<file path="src/rtl/hazard_unit_if.sv">
// Hazard-unit bundle: decode/execute/memory/writeback operands in, stall/flush/forward controls out.
// Latency: pure wiring, no storage.
// Backpressure: none of its own; the hazard unit's stall outputs are the pipeline's backpressure.
interface hazard_unit_if;
    // decode stage
    logic [4:0] rsD;
    logic [4:0] rtD;
    logic       branchD;
    logic       jrD;
    logic       jalrD;
    // execute stage
    logic [4:0] rsE;
    logic [4:0] rtE;
    logic [4:0] writeregE;
    logic       regwriteE;
    logic       memtoregE;
    logic       div_startE;
    logic       div_readyE;
    // memory / writeback stages
    logic [4:0] writeregM;
    logic       regwriteM;
    logic       memtoregM;
    logic [4:0] writeregW;
    logic       regwriteW;
    logic       exceptM;
    // controls back to the pipeline
    logic       forwardAD;
    logic       forwardBD;
    logic [1:0] forwardAE;
    logic [1:0] forwardBE;
    logic       stallF;
    logic       stallD;
    logic       stallE;
    logic       flushD;
    logic       flushE;
    logic       flushM;
    logic       flushW;
    logic       div_cancel;
    logic       div_busy;
    logic [5:0] div_cycles;

    // pipeline side
    modport master (
        output rsD, rtD, branchD, jrD, jalrD,
        output rsE, rtE, writeregE, regwriteE, memtoregE, div_startE, div_readyE,
        output writeregM, regwriteM, memtoregM, writeregW, regwriteW, exceptM,
        input  forwardAD, forwardBD, forwardAE, forwardBE,
        input  stallF, stallD, stallE, flushD, flushE, flushM, flushW,
        input  div_cancel, div_busy, div_cycles
    );

    // hazard unit side
    modport slave (
        input  rsD, rtD, branchD, jrD, jalrD,
        input  rsE, rtE, writeregE, regwriteE, memtoregE, div_startE, div_readyE,
        input  writeregM, regwriteM, memtoregM, writeregW, regwriteW, exceptM,
        output forwardAD, forwardBD, forwardAE, forwardBE,
        output stallF, stallD, stallE, flushD, flushE, flushM, flushW,
        output div_cancel, div_busy, div_cycles
    );
endinterface

</file>
<file path="src/rtl/hazard_unit.sv">
// Pipeline hazard unit: operand forwarding, load-use/branch stalls, multi-cycle divider tracking, exception flushes.
// Latency: forward/stall/flush/cancel are combinational; div_busy/div_cycles are registered state.
// Backpressure: divide holds F/D/E until div_readyE (released the same cycle); exceptM overrides all stalls.
module hazard_unit (
    input  logic         clk,
    input  logic         rst,
    hazard_unit_if.slave hz
);

    typedef enum logic {
        IDLE = 1'b0,
        BUSY = 1'b1
    } div_state_t;

    div_state_t state;
    div_state_t state_nxt;
    logic [5:0] cycle_cnt;
    logic       lwstall;
    logic       brstall;
    logic       divstall;

    // Register 0 is hardwired to zero, so it never creates a dependency.
    function automatic logic reg_hit(input logic [4:0] dst, input logic [4:0] src);
        return (dst != 5'd0) && (dst == src);
    endfunction

    // Operand forwarding into E (M beats W, it is the younger result) and into D compares.
    always_comb begin
        hz.forwardAE = 2'b00;
        hz.forwardBE = 2'b00;
        if (hz.regwriteM && reg_hit(hz.writeregM, hz.rsE)) begin
            hz.forwardAE = 2'b10;
        end else if (hz.regwriteW && reg_hit(hz.writeregW, hz.rsE)) begin
            hz.forwardAE = 2'b01;
        end
        if (hz.regwriteM && reg_hit(hz.writeregM, hz.rtE)) begin
            hz.forwardBE = 2'b10;
        end else if (hz.regwriteW && reg_hit(hz.writeregW, hz.rtE)) begin
            hz.forwardBE = 2'b01;
        end
        hz.forwardAD = hz.regwriteM && reg_hit(hz.writeregM, hz.rsD);
        hz.forwardBD = hz.regwriteM && reg_hit(hz.writeregM, hz.rtD);
    end

    // Data hazards that no forwarding path can cover.
    always_comb begin
        lwstall = hz.memtoregE && hz.regwriteE &&
                  (reg_hit(hz.writeregE, hz.rsD) || reg_hit(hz.writeregE, hz.rtD));
        brstall = (hz.branchD || hz.jrD || hz.jalrD) &&
                  ((hz.regwriteE && (reg_hit(hz.writeregE, hz.rsD) || reg_hit(hz.writeregE, hz.rtD))) ||
                   (hz.memtoregM && (reg_hit(hz.writeregM, hz.rsD) || reg_hit(hz.writeregM, hz.rtD))));
    end

    // Divider state register; reset abandons any divide in flight.
    always_ff @(posedge clk or negedge rst) begin
        if (!rst) begin
            state <= IDLE;
        end else begin
            state <= state_nxt;
        end
    end

    // Divider next state: an exception kills the divide even if its result arrives that cycle.
    always_comb begin
        state_nxt = state;
        case (state)
            IDLE: if (hz.div_startE && !hz.exceptM) state_nxt = BUSY;
            BUSY: if (hz.div_readyE || hz.exceptM)  state_nxt = IDLE;
            default: state_nxt = IDLE;
        endcase
    end

    // Divider outputs and the stall/flush network built on top of them.
    always_comb begin
        divstall = ((state == IDLE) && hz.div_startE && !hz.exceptM) ||
                   ((state == BUSY) && !hz.div_readyE && !hz.exceptM);
        hz.div_cancel = (state == BUSY) && hz.exceptM;
        hz.div_busy   = (state == BUSY);
        hz.stallF     = (lwstall || brstall || divstall) && !hz.exceptM;
        hz.stallD     = (lwstall || brstall || divstall) && !hz.exceptM;
        hz.stallE     = divstall;
        // a held E stage must keep its instruction, so no bubble while the divider stalls it
        hz.flushE     = hz.exceptM || ((lwstall || brstall) && !divstall);
        hz.flushD     = hz.exceptM;
        hz.flushM     = hz.exceptM;
        hz.flushW     = hz.exceptM;
        hz.div_cycles = cycle_cnt;
    end

    // Busy-cycle counter: restarts with each divide, saturates rather than wrapping.
    always_ff @(posedge clk or negedge rst) begin
        if (!rst) begin
            cycle_cnt <= 6'd0;
        end else if ((state == IDLE) && (state_nxt == BUSY)) begin
            cycle_cnt <= 6'd0;
        end else if ((state == BUSY) && (cycle_cnt != 6'd63)) begin
            cycle_cnt <= cycle_cnt + 6'd1;
        end
    end

endmodule

</file>
<file path="src/flat_wrapper.sv">
// flat-port wrapper written by rule: the top's interface ports become plain ports
module hazard_unit_flat 
  (clk, rst, hz_rsD, hz_rtD, hz_branchD, hz_jrD, hz_jalrD, hz_rsE, hz_rtE, hz_writeregE, hz_regwriteE, hz_memtoregE, hz_div_startE, hz_div_readyE, hz_writeregM, hz_regwriteM, hz_memtoregM, hz_writeregW, hz_regwriteW, hz_exceptM, hz_forwardAD, hz_forwardBD, hz_forwardAE, hz_forwardBE, hz_stallF, hz_stallD, hz_stallE, hz_flushD, hz_flushE, hz_flushM, hz_flushW, hz_div_cancel, hz_div_busy, hz_div_cycles);
  hazard_unit_if hz_i ();
  input  logic clk;
  input  logic rst;
  input wire logic [$bits(hz_i.rsD)-1:0] hz_rsD;
  input wire logic [$bits(hz_i.rtD)-1:0] hz_rtD;
  input wire logic [$bits(hz_i.branchD)-1:0] hz_branchD;
  input wire logic [$bits(hz_i.jrD)-1:0] hz_jrD;
  input wire logic [$bits(hz_i.jalrD)-1:0] hz_jalrD;
  input wire logic [$bits(hz_i.rsE)-1:0] hz_rsE;
  input wire logic [$bits(hz_i.rtE)-1:0] hz_rtE;
  input wire logic [$bits(hz_i.writeregE)-1:0] hz_writeregE;
  input wire logic [$bits(hz_i.regwriteE)-1:0] hz_regwriteE;
  input wire logic [$bits(hz_i.memtoregE)-1:0] hz_memtoregE;
  input wire logic [$bits(hz_i.div_startE)-1:0] hz_div_startE;
  input wire logic [$bits(hz_i.div_readyE)-1:0] hz_div_readyE;
  input wire logic [$bits(hz_i.writeregM)-1:0] hz_writeregM;
  input wire logic [$bits(hz_i.regwriteM)-1:0] hz_regwriteM;
  input wire logic [$bits(hz_i.memtoregM)-1:0] hz_memtoregM;
  input wire logic [$bits(hz_i.writeregW)-1:0] hz_writeregW;
  input wire logic [$bits(hz_i.regwriteW)-1:0] hz_regwriteW;
  input wire logic [$bits(hz_i.exceptM)-1:0] hz_exceptM;
  output wire logic [$bits(hz_i.forwardAD)-1:0] hz_forwardAD;
  output wire logic [$bits(hz_i.forwardBD)-1:0] hz_forwardBD;
  output wire logic [$bits(hz_i.forwardAE)-1:0] hz_forwardAE;
  output wire logic [$bits(hz_i.forwardBE)-1:0] hz_forwardBE;
  output wire logic [$bits(hz_i.stallF)-1:0] hz_stallF;
  output wire logic [$bits(hz_i.stallD)-1:0] hz_stallD;
  output wire logic [$bits(hz_i.stallE)-1:0] hz_stallE;
  output wire logic [$bits(hz_i.flushD)-1:0] hz_flushD;
  output wire logic [$bits(hz_i.flushE)-1:0] hz_flushE;
  output wire logic [$bits(hz_i.flushM)-1:0] hz_flushM;
  output wire logic [$bits(hz_i.flushW)-1:0] hz_flushW;
  output wire logic [$bits(hz_i.div_cancel)-1:0] hz_div_cancel;
  output wire logic [$bits(hz_i.div_busy)-1:0] hz_div_busy;
  output wire logic [$bits(hz_i.div_cycles)-1:0] hz_div_cycles;
  assign hz_i.rsD = hz_rsD;
  assign hz_i.rtD = hz_rtD;
  assign hz_i.branchD = hz_branchD;
  assign hz_i.jrD = hz_jrD;
  assign hz_i.jalrD = hz_jalrD;
  assign hz_i.rsE = hz_rsE;
  assign hz_i.rtE = hz_rtE;
  assign hz_i.writeregE = hz_writeregE;
  assign hz_i.regwriteE = hz_regwriteE;
  assign hz_i.memtoregE = hz_memtoregE;
  assign hz_i.div_startE = hz_div_startE;
  assign hz_i.div_readyE = hz_div_readyE;
  assign hz_i.writeregM = hz_writeregM;
  assign hz_i.regwriteM = hz_regwriteM;
  assign hz_i.memtoregM = hz_memtoregM;
  assign hz_i.writeregW = hz_writeregW;
  assign hz_i.regwriteW = hz_regwriteW;
  assign hz_i.exceptM = hz_exceptM;
  assign hz_forwardAD = hz_i.forwardAD;
  assign hz_forwardBD = hz_i.forwardBD;
  assign hz_forwardAE = hz_i.forwardAE;
  assign hz_forwardBE = hz_i.forwardBE;
  assign hz_stallF = hz_i.stallF;
  assign hz_stallD = hz_i.stallD;
  assign hz_stallE = hz_i.stallE;
  assign hz_flushD = hz_i.flushD;
  assign hz_flushE = hz_i.flushE;
  assign hz_flushM = hz_i.flushM;
  assign hz_flushW = hz_i.flushW;
  assign hz_div_cancel = hz_i.div_cancel;
  assign hz_div_busy = hz_i.div_busy;
  assign hz_div_cycles = hz_i.div_cycles;
  hazard_unit u_core (.clk(clk), .rst(rst), .hz(hz_i));
endmodule
</file>
<file path="config.mk">
export PLATFORM = sky130hd
export DESIGN_NAME = hazard_unit_flat
export DESIGN_NICKNAME = d
export VERILOG_FILES = /design/src/rtl/hazard_unit_if.sv /design/src/rtl/hazard_unit.sv /design/src/flat_wrapper.sv
export SDC_FILE = /design/constraint.sdc
export NUM_CORES = 1
export LEC_CHECK = 0
export CAP_MARGIN = 30
export CORE_ASPECT_RATIO = 0.75
export CORE_MARGIN = 10
export CORE_UTILIZATION = 23
export CTS_CLUSTER_DIAMETER = 40
export CTS_CLUSTER_SIZE = 30
export DETAILED_ROUTE_END_ITERATION = 8
export PLACE_DENSITY_LB_ADDON = 0.3
export SLEW_MARGIN = 25
export SYNTH_ARGS = -nofsm -noshare
export SYNTH_HDL_FRONTEND = slang
export SYNTH_SLANG_ARGS = --single-unit
export TNS_END_PERCENT = 5
</file>
<file path="constraint.sdc">
create_clock -name clk -period 1.5 [get_ports clk]
set_input_delay 0.225 -clock clk [delete_from_list [all_inputs] [get_ports clk]]
set_output_delay 0.225 -clock clk [all_outputs]
set_load 0.03 [all_outputs]
</file>
==> results of run 1 <==
==> state kept, by name, summed over array words and instances (netlist names) <==
signal	cells
u_core.hz.div_busy	1
u_core.hz.div_cycles	6
==> layer usage <==
layer	track usage [%]	share of wire (%)	vias up
met3	3.21	7.3	4
li1	-	-	638
met5	0	0	-
met1	14.2	42	583
met2	18.7	50	38
met4	1.74	0.78	0
==> how the worst max path moves through the flow <==
stage | slack [ps] | from | to | cells after the start
floorplan | -360 | hz_writeregM[1] | hz_forwardAE[0] | 5
global placement | -960 | hz_writeregM[1] | hz_forwardBE[1] | 5
detailed placement | -1010 | hz_writeregM[0] | hz_forwardBE[1] | 6
CTS | -450 | hz_writeregM[3] | hz_forwardAE[0] | 7
global route | -400 | hz_rtD[3] | hz_flushE | 7
finish | -370 | hz_writeregW[2] | hz_forwardBE[0] | 6
==> layout make-up <==
type	instances	area [sq um]	share of cell area, %
clock buffer	4	45.0	2.06
inverter	3	11.3	0.515
multi-input combinational	100	972	44.5
sequential	7	175	8.01
tap	55	68.8	3.15
timing repair buffer	110	915	41.8
==> metrics by stage <==
step | cell area (sq um) | cells | hold WS (ps)
after floorplan | 1080 | 119 | -70.6
after global placement | 2010 | 268 | 509
after detailed placement | 2010 | 268 | 512
after CTS | 2100 | 276 | 276
after global routing | 2190 | 279 | 282
final | 2190 | 279 | 270
==> synthesized netlist by cell type <==
library cell / count / area [sq um]
sky130_fd_sc_hd__o21a_1: 1 / 7.51
sky130_fd_sc_hd__a211oi_1: 2 / 15.0
sky130_fd_sc_hd__a21oi_1: 2 / 10.0
sky130_fd_sc_hd__nor3_1: 5 / 25.0
sky130_fd_sc_hd__and2_1: 1 / 6.26
sky130_fd_sc_hd__buf_2: 2 / 10.0
sky130_fd_sc_hd__xor2_1: 29 / 254
sky130_fd_sc_hd__nand2_1: 3 / 11.3
sky130_fd_sc_hd__clkbuf_1: 2 / 7.51
sky130_fd_sc_hd__ha_1: 1 / 12.5
sky130_fd_sc_hd__nor2_1: 7 / 26.3
sky130_fd_sc_hd__a22oi_1: 1 / 7.51
sky130_fd_sc_hd__nor3b_1: 1 / 7.51
sky130_fd_sc_hd__buf_4: 4 / 30.0
sky130_fd_sc_hd__mux2_2: 1 / 11.3
sky130_fd_sc_hd__xnor2_1: 13 / 114
sky130_fd_sc_hd__or4_4: 1 / 11.3
sky130_fd_sc_hd__o21ai_0: 4 / 20.0
sky130_fd_sc_hd__o31ai_1: 1 / 7.51
sky130_fd_sc_hd__inv_1: 3 / 11.3
sky130_fd_sc_hd__nor4_1: 2 / 12.5
sky130_fd_sc_hd__nand4_1: 1 / 6.26
sky130_fd_sc_hd__o211ai_1: 1 / 7.51
sky130_fd_sc_hd__or3_1: 3 / 18.8
sky130_fd_sc_hd__o21ai_4: 1 / 16.3
sky130_fd_sc_hd__nand3_1: 6 / 30.0
sky130_fd_sc_hd__o311ai_0: 2 / 17.5
sky130_fd_sc_hd__a311oi_1: 1 / 8.76
sky130_fd_sc_hd__or4_1: 5 / 37.5
sky130_fd_sc_hd__dfrtp_1: 7 / 175
sky130_fd_sc_hd__o31a_1: 1 / 8.76
sky130_fd_sc_hd__nor4_2: 4 / 50.1
sky130_fd_sc_hd__buf_6: 1 / 11.3
==> repair_timing <==
action                                  in CTS  in global routing
endpoints found under the hold margin        0                  0
pin swaps                                   22                 22
setup buffers                                4                  4
resized for setup                          120                 72
endpoints found under the setup margin      17                 13
==> power groups by stage <==
stage / clock network [W] / logic [W] / registers, W
after detailed placement: 0 / 0.000665 / 0.000253
after global routing: 0.000287 / 0.000742 / 0.000256
after floorplan: 0 / 0.000264 / 0.000302
after global placement: 0 / 0.000653 / 0.000250
after CTS: 0.000263 / 0.000654 / 0.000251
final: 0.000259 / 0.000696 / 0.000251
==> worst max-delay path: stages <==
cell and delay [ps]:
sky130_fd_sc_hd__buf_8 100, sky130_fd_sc_hd__buf_6 110, sky130_fd_sc_hd__xor2_1 140, sky130_fd_sc_hd__or4_4 570, sky130_fd_sc_hd__nor4_4 330, sky130_fd_sc_hd__buf_6 180
==> logic make-up (layout without fill, tap and decap cells) <==
family | count (synthesis) | in the layout | share of synthesized area [%]
fa+ha+maj | 1 | 1 | 1.24
flops | 7 | 7 | 17.4
mux | 1 | 1 | 1.12
xor+xnor | 42 | 42 | 36.6
buf+inv | 12 | 117 | 6.97
compound gates | 17 | 17 | 12.6
simple gates | 39 | 39 | 24.1
==> report_table.html, run 1 <==
<table>
<tr><th>Metric</th><th>Value</th></tr>
<tr><th colspan="2">Critical path</th></tr>
<tr><td>Reg2reg end</td><td>u_core.hz.div_cycles[3]</td></tr>
<tr><td>Endpoint arrival time on the critical path</td><td>1640 ps</td></tr>
<tr><td>WP data required</td><td>1270 ps</td></tr>
<tr><td>Cell depth of the worst flop-to-flop path</td><td>5</td></tr>
<tr><td>Critical path endpoint category</td><td>output pin</td></tr>
<tr><td>Crit Path Max Fanout</td><td>2</td></tr>
<tr><td>Critical path class</td><td>in2out</td></tr>
<tr><td>Kind of start point of the critical path</td><td>input port</td></tr>
<tr><td>Setup slack on the worst flop-to-flop path</td><td>90 ps</td></tr>
<tr><td>Critical register-to-register path startpoint</td><td>u_core.hz.div_cycles[0]</td></tr>
<tr><th colspan="2">Timing</th></tr>
<tr><td>Worst-Margin Slew</td><td>350 ps</td></tr>
<tr><td>F_max</td><td>536 MHz</td></tr>
<tr><td>Count of endpoints failing hold in the final timing report</td><td>0</td></tr>
<tr><td>Clock tree skew after final layout</td><td>1.98 ps</td></tr>
<tr><td>Final setup slack of the worst path</td><td>-367 ps</td></tr>
<tr><td>Setup Viol. Count Final</td><td>9</td></tr>
<tr><td>Final min period</td><td>1870 ps</td></tr>
<tr><td>Crit share post-route</td><td>124%</td></tr>
<tr><td>Max-slew violation count</td><td>0</td></tr>
<tr><td>Worst slew slack as a fraction of its limit</td><td>76.6%</td></tr>
<tr><td>Setup repair after global routing missed its margin</td><td>true</td></tr>
<tr><td>Setup Total Neg Slack</td><td>-2450 ps</td></tr>
<tr><th colspan="2">Cells and area</th></tr>
<tr><td>Final design utilization</td><td>53.0%</td></tr>
<tr><td>Proportion of layout cells with a drive suffix above 1</td><td>54.9%</td></tr>
<tr><td>Syn-to-layout area delta</td><td>117%</td></tr>
<tr><td>Ant diodes</td><td>0</td></tr>
<tr><td>Most common cell after layout, fill and taps aside</td><td>sky130_fd_sc_hd__buf_4</td></tr>
<tr><td>Filler cell count in the final layout</td><td>383</td></tr>
<tr><td>Commonest cells after routing, fill and taps aside</td><td>sky130_fd_sc_hd__buf_4 (41), sky130_fd_sc_hd__xor2_1 (27), sky130_fd_sc_hd__buf_6 (20), sky130_fd_sc_hd__clkbuf_2 (16), sky130_fd_sc_hd__dlygate4sd2_1 (14)</td></tr>
<tr><td>Final net count</td><td>274</td></tr>
<tr><th colspan="2">Route</th></tr>
<tr><td>Final wirelength</td><td>4620 um</td></tr>
<tr><td>Routed length per placed instance</td><td>16.5 um</td></tr>
<tr><td>Number of iterations in the first detailed-routing pass</td><td>4</td></tr>
<tr><td>Via-per-instance ratio</td><td>4.53</td></tr>
<tr><td>Detail Route Antenna Nets</td><td>0</td></tr>
<tr><td>DRT iter0 DRCs</td><td>51</td></tr>
<tr><td>Overall via count from detail_route</td><td>1263</td></tr>
<tr><td>DRC violations left</td><td>0</td></tr>
<tr><th colspan="2">Pwr</th></tr>
<tr><td>Switching Share</td><td>38.8%</td></tr>
<tr><td>Leakage</td><td>1.00 nW</td></tr>
<tr><td>Switching power</td><td>0.000468 W</td></tr>
<tr><td>Fraction of power consumed by the clock network</td><td>21.5%</td></tr>
<tr><td>Worst voltage drop across the vdd grid</td><td>0.503 mV</td></tr>
<tr><td>Total Power</td><td>0.00121 W</td></tr>
<tr><td>Combinational share of power</td><td>57.7%</td></tr>
<tr><td>Power share of the sequential group</td><td>20.8%</td></tr>
<tr><td>Pwr Density</td><td>551 nW/um^2</td></tr>
<tr><td>Pint</td><td>0.000738 W</td></tr>
<tr><th colspan="2">Placed design</th></tr>
<tr><td>Detailed Place HPWL</td><td>3970 um</td></tr>
<tr><td>Number of port buffers</td><td>68</td></tr>
<tr><td>Placer congestion estimate</td><td>0.817</td></tr>
<tr><td>Post-placement worst setup slack</td><td>-1010 ps</td></tr>
<tr><th colspan="2">Synth</th></tr>
<tr><td>Gate count after technology mapping</td><td>119</td></tr>
<tr><td>Synthesized net count</td><td>168</td></tr>
<tr><td>Area of the mapped netlist</td><td>1010 sq um</td></tr>
<tr><td>Share of synthesized area occupied by flip-flops and latches</td><td>17.4%</td></tr>
<tr><td>Post-synthesis sequential element count</td><td>7</td></tr>
<tr><td>Post-Syn Area per Cell</td><td>8.45 sq um</td></tr>
<tr><td>Count of distinct cell types in the synthesized netlist</td><td>33</td></tr>
<tr><td>Number of synthesis warnings</td><td>0</td></tr>
<tr><th colspan="2">Global routing</th></tr>
<tr><td>First-pass GRT wire length</td><td>6670 um</td></tr>
<tr><td>Global-route usage over all layers</td><td>11.3%</td></tr>
<tr><td>Pin count of the biggest net entering global routing</td><td>8</td></tr>
<tr><td>GRT Residual Overflow</td><td>0</td></tr>
<tr><td>Number of global-route vias before repair</td><td>1262</td></tr>
<tr><td>Antenna violations before repair</td><td>0</td></tr>
<tr><th colspan="2">Clock network</th></tr>
<tr><td>Number of hold-repair buffers added at the cts stage</td><td>0</td></tr>
<tr><td>Clock buffers created by TritonCTS</td><td>3</td></tr>
<tr><td>Root buffer cell</td><td>sky130_fd_sc_hd__clkbuf_8</td></tr>
<tr><td>Clk sinks</td><td>7</td></tr>
<tr><td>Clock Path Buffers</td><td>2</td></tr>
<tr><td>Clock insertion delay at the later pin of the skew report</td><td>220 ps</td></tr>
<tr><td>Clock transition time at the flip-flop clock pins of the worst setup and hold paths</td><td>40 ps</td></tr>
<tr><td>TritonCTS clock tree</td><td>built</td></tr>
<tr><td>Maximum level of the CTS H-tree</td><td>1</td></tr>
<tr><th colspan="2">Die</th></tr>
<tr><td>CORE AREA</td><td>4130 sq um</td></tr>
<tr><td>Area of the die</td><td>7450 sq um</td></tr>
<tr><td>Initial core utilization</td><td>24.4%</td></tr>
<tr><td># rows</td><td>20</td></tr>
<tr><td>Die Y-Extent</td><td>77.3 um</td></tr>
<tr><td># IOs</td><td>69</td></tr>
<tr><td>Width of the die</td><td>96.4 um</td></tr>
<tr><th colspan="2">Worst hold path</th></tr>
<tr><td>Min-Delay Path Class</td><td>in2async</td></tr>
<tr><th colspan="2">Run status</th></tr>
<tr><td>Violated checks</td><td>negative setup slack</td></tr>
<tr><td>Status</td><td>complete, but fails checks</td></tr>
<tr><th colspan="2">Run</th></tr>
<tr><td>Max-cap violation count</td><td>0</td></tr>
</table>
No activity file was read; power rests on OpenSTA's default activity.
==> run 2, diff against run 1 <==
Settings changed: CAP_MARGIN 30 to not set, CORE_MARGIN 10 to not set, SLEW_MARGIN 25 to 20.
==> run 2 against run 1 <==
Effect of this change: the run still ends with negative setup slack left; fmax is 0.76% higher; wire length is 16% lower; via count is 0.16% lower; clock power hardly changed; largest power group unchanged; sequential power hardly changed; final cell count is 1.1% lower; first-iteration DRC count is 22% lower; clock skew is 1.3 ps lower; critical path type unchanged; flip-flop and latch count stayed put; die area is 38% lower; register-to-register slack hardly changed.
==> report_table.html, run 2 (synthesized netlist as in run 1, its figures left out) <==
<table>
<tr><th>Metric</th><th>Value</th></tr>
<tr><th colspan="2">Run status</th></tr>
<tr><td>Status</td><td>complete, but fails checks</td></tr>
<tr><td>Violated checks</td><td>negative setup slack</td></tr>
<tr><th colspan="2">Clock network</th></tr>
<tr><td>Clock buffers created by TritonCTS</td><td>3 (unchanged)</td></tr>
<tr><td>TritonCTS clock tree</td><td>built</td></tr>
<tr><td>Maximum level of the CTS H-tree</td><td>1 (unchanged)</td></tr>
<tr><td>Clock transition time at the flip-flop clock pins of the worst setup and hold paths</td><td>40 ps (about the same)</td></tr>
<tr><td>Clock insertion delay at the later pin of the skew report</td><td>220 ps (about the same)</td></tr>
<tr><td>Clk sinks</td><td>7 (unchanged)</td></tr>
<tr><td>Number of hold-repair buffers added at the cts stage</td><td>0 (unchanged)</td></tr>
<tr><td>Root buffer cell</td><td>sky130_fd_sc_hd__clkbuf_8</td></tr>
<tr><td>Clock Path Buffers</td><td>2 (unchanged)</td></tr>
<tr><th colspan="2">Timing</th></tr>
<tr><td>Final min period</td><td>1850 ps (-14.0 ps)</td></tr>
<tr><td>Setup repair after global routing missed its margin</td><td>true</td></tr>
<tr><td>Crit share post-route</td><td>124% (-0.94 points)</td></tr>
<tr><td>Count of endpoints failing hold in the final timing report</td><td>0 (unchanged)</td></tr>
<tr><td>Max-slew violation count</td><td>0 (unchanged)</td></tr>
<tr><td>Final setup slack of the worst path</td><td>-353 ps (+14.0 ps)</td></tr>
<tr><td>F_max</td><td>540 MHz (+0.76%)</td></tr>
<tr><td>Worst slew slack as a fraction of its limit</td><td>76.6% (about the same)</td></tr>
<tr><td>Setup Viol. Count Final</td><td>9 (unchanged)</td></tr>
<tr><td>Setup Total Neg Slack</td><td>-2280 ps (+165 ps)</td></tr>
<tr><td>Worst-Margin Slew</td><td>349 ps (-1.20 ps)</td></tr>
<tr><td>Clock tree skew after final layout</td><td>0.656 ps (-1.33 ps)</td></tr>
<tr><th colspan="2">Cells and area</th></tr>
<tr><td>Number of cells in the finished layout apart from fillers</td><td>276 (-1.1%)</td></tr>
<tr><td>Flip-flop count of the largest register after layout</td><td>6 (unchanged)</td></tr>
<tr><td>Filler cell count in the final layout</td><td>388 (+1.3%)</td></tr>
<tr><td>Finished layout cell area</td><td>2110 sq um (-3.4%)</td></tr>
<tr><td>Final net count</td><td>271 (-1.1%)</td></tr>
<tr><td>Proportion of layout cells with a drive suffix above 1</td><td>51.1% (-3.8 points)</td></tr>
<tr><td>Final design utilization</td><td>51.2% (-1.8 points)</td></tr>
<tr><td>Most common cell after layout, fill and taps aside</td><td>sky130_fd_sc_hd__buf_4</td></tr>
<tr><td>Ant diodes</td><td>0 (unchanged)</td></tr>
<tr><td>Commonest cells after routing, fill and taps aside</td><td>sky130_fd_sc_hd__buf_4 (41), sky130_fd_sc_hd__xor2_1 (29), sky130_fd_sc_hd__clkbuf_2 (20), sky130_fd_sc_hd__dlygate4sd2_1 (12), sky130_fd_sc_hd__buf_6 (12)</td></tr>
<tr><td>Syn-to-layout area delta</td><td>110%</td></tr>
<tr><th colspan="2">Die</th></tr>
<tr><td>Area of the die</td><td>4650 sq um (-38%)</td></tr>
<tr><td>CORE AREA</td><td>4130 sq um (unchanged)</td></tr>
<tr><td># rows</td><td>20 (unchanged)</td></tr>
<tr><td>Die Y-Extent</td><td>59.3 um (-23%)</td></tr>
<tr><td>Initial core utilization</td><td>24.4% (unchanged)</td></tr>
<tr><td># IOs</td><td>69 (unchanged)</td></tr>
<tr><td>Width of the die</td><td>78.4 um (-19%)</td></tr>
<tr><th colspan="2">Critical path</th></tr>
<tr><td>Crit Path Max Fanout</td><td>2 (unchanged)</td></tr>
<tr><td>Most common cell type on the critical path</td><td>sky130_fd_sc_hd__buf_6</td></tr>
<tr><td>CP max stage delay</td><td>530 ps (-40 ps)</td></tr>
<tr><td>Setup slack on the worst flop-to-flop path</td><td>100 ps (about the same)</td></tr>
<tr><td>Endpoint arrival time on the critical path</td><td>1630 ps (about the same)</td></tr>
<tr><td>Cell Chain, Critical Path</td><td>clkbuf_2, buf_6, xor2_1, or4_4, nor4_4, buf_6</td></tr>
<tr><td>Critical path class</td><td>in2out</td></tr>
<tr><td>Reg2reg end</td><td>u_core.hz.div_cycles[4]</td></tr>
<tr><td>WP data required</td><td>1270 ps (about the same)</td></tr>
<tr><td>Cell at the slowest stage of the critical path</td><td>sky130_fd_sc_hd__or4_4</td></tr>
<tr><td>Critical register-to-register path startpoint</td><td>u_core.hz.div_cycles[0]</td></tr>
<tr><td>Cell depth of the worst flop-to-flop path</td><td>6 (+1)</td></tr>
<tr><td>Critical path endpoint category</td><td>output pin</td></tr>
<tr><td>Kind of start point of the critical path</td><td>input port</td></tr>
<tr><th colspan="2">Route</th></tr>
<tr><td>Routed length per placed instance</td><td>14.1 um (-15%)</td></tr>
<tr><td>Number of iterations in the first detailed-routing pass</td><td>4 (unchanged)</td></tr>
<tr><td>DRT iter0 DRCs</td><td>40 (-22%)</td></tr>
<tr><td>Detail Route Antenna Nets</td><td>0 (unchanged)</td></tr>
<tr><td>Final wirelength</td><td>3900 um (-16%)</td></tr>
<tr><td>Overall via count from detail_route</td><td>1261 (-0.16%)</td></tr>
<tr><td>Via-per-instance ratio</td><td>4.57 (+0.93%)</td></tr>
<tr><td>DRC violations left</td><td>0 (unchanged)</td></tr>
<tr><th colspan="2">Placed design</th></tr>
<tr><td>Detailed Place HPWL</td><td>3370 um (-15%)</td></tr>
<tr><td>Placer congestion estimate</td><td>0.867 (+6.1%)</td></tr>
<tr><td>Number of cells in the design after placement</td><td>268 (unchanged)</td></tr>
<tr><td>Placed Area</td><td>2010 sq um (unchanged)</td></tr>
<tr><td>Number of port buffers</td><td>68 (unchanged)</td></tr>
<tr><th colspan="2">Global routing</th></tr>
<tr><td>Global-route usage over all layers</td><td>16.8% (+5.5 points)</td></tr>
<tr><td>GRT Residual Overflow</td><td>0 (unchanged)</td></tr>
<tr><td>First-pass GRT wire length</td><td>5980 um (-10%)</td></tr>
<tr><td>Pin count of the biggest net entering global routing</td><td>8 (unchanged)</td></tr>
<tr><td>Number of global-route vias before repair</td><td>1309 (+3.7%)</td></tr>
<tr><td>Antenna violations before repair</td><td>0 (unchanged)</td></tr>
<tr><th colspan="2">Pwr</th></tr>
<tr><td>Leakage</td><td>0.994 nW (-0.86%)</td></tr>
<tr><td>Total Power</td><td>0.00117 W (-2.6%)</td></tr>
<tr><td>Worst voltage drop across the vdd grid</td><td>0.419 mV (-17%)</td></tr>
<tr><td>Pwr Density</td><td>556 nW/um^2 (+0.89%)</td></tr>
<tr><th colspan="2">Run</th></tr>
<tr><td>Max-cap violation count</td><td>0 (unchanged)</td></tr>
<tr><th colspan="2">Worst hold path</th></tr>
<tr><td>Min-Delay Path Class</td><td>in2async</td></tr>
</table>
## run 2: changes by cell type in the layout (fill, tap and decap cells not counted), sizes merged
cell           before  now
clkdlybuf4s15       2    4
dlymetal6s2s        3    7
dlygate4sd2        14   12
buf                67   57
clkdlybuf4s50       8    7
clkbuf             20   24
## run 2: critical path, delay by kind of cell
kind | cells | cell delay (ps)
AND/OR/NAND/NOR | 2 | 860
buffers and inverters | 3 | 390
XOR/XNOR | 1 | 150
## run 2: power breakdown
part	switching [W]	total (W)	internal (W)	leakage [nW]
Sequential	0.0000329	0.000250	0.000217	0.0930
Clock	0.0000773	0.000261	0.000183	0.0228
Combinational	0.000346	0.000664	0.000318	0.879
## run 2: layer usage
layer | routed length (um) | vias up | global-route usage [%]
met5 | 0 | - | 0
met4 | 38 | 0 | 3.44
met3 | 196 | 4 | 3.54
met2 | 1900 | 39 | 28.4
met1 | 1760 | 589 | 22.2
li1 | - | 629 | -
## run 2: layout make-up
| class | instances | area, sq um | area share [%] |
|---|---|---|---|
| Multi-Input combinational cell | 100 | 936 | 44.3 |
| Timing Repair Buffer | 107 | 876 | 41.5 |
| Sequential cell | 7 | 175 | 8.29 |
| Tap cell | 55 | 68.8 | 3.26 |
| Clock buffer | 4 | 45.0 | 2.13 |
| Inverter | 3 | 11.3 | 0.533 |
## run 2: per-stage QoR
stage          setup WS [ps]  hold WS, ps
2_1_floorplan           -364        -70.6
3_3_place_gp            -996          508
3_5_place_dp           -1050          506
4_1_cts                 -458          269
5_1_grt                 -397          289
6_report                -353          262
## run 2: how the worst max path moves through the flow
stage,from,to,slack [ps],cells after the start
2_1_floorplan,hz_writeregM[1],hz_forwardAE[0],-360,5
3_3_place_gp,hz_writeregM[0],hz_forwardAE[1],-1000,5
3_5_place_dp,hz_writeregM[0],hz_forwardBE[1],-1050,5
4_1_cts,hz_writeregM[0],hz_forwardAE[0],-460,7
5_1_grt,hz_writeregE[1],hz_flushE,-400,7
6_report,hz_writeregW[2],hz_forwardBE[0],-350,6
## run 2: repair_timing
| action | CTS | global route |
|---|---|---|
| pin swaps | 21 | 24 |
| setup buffers | 3 | 1 |
| setup endpoints to repair | 16 | 13 |
| gates resized for setup | 95 | 74 |
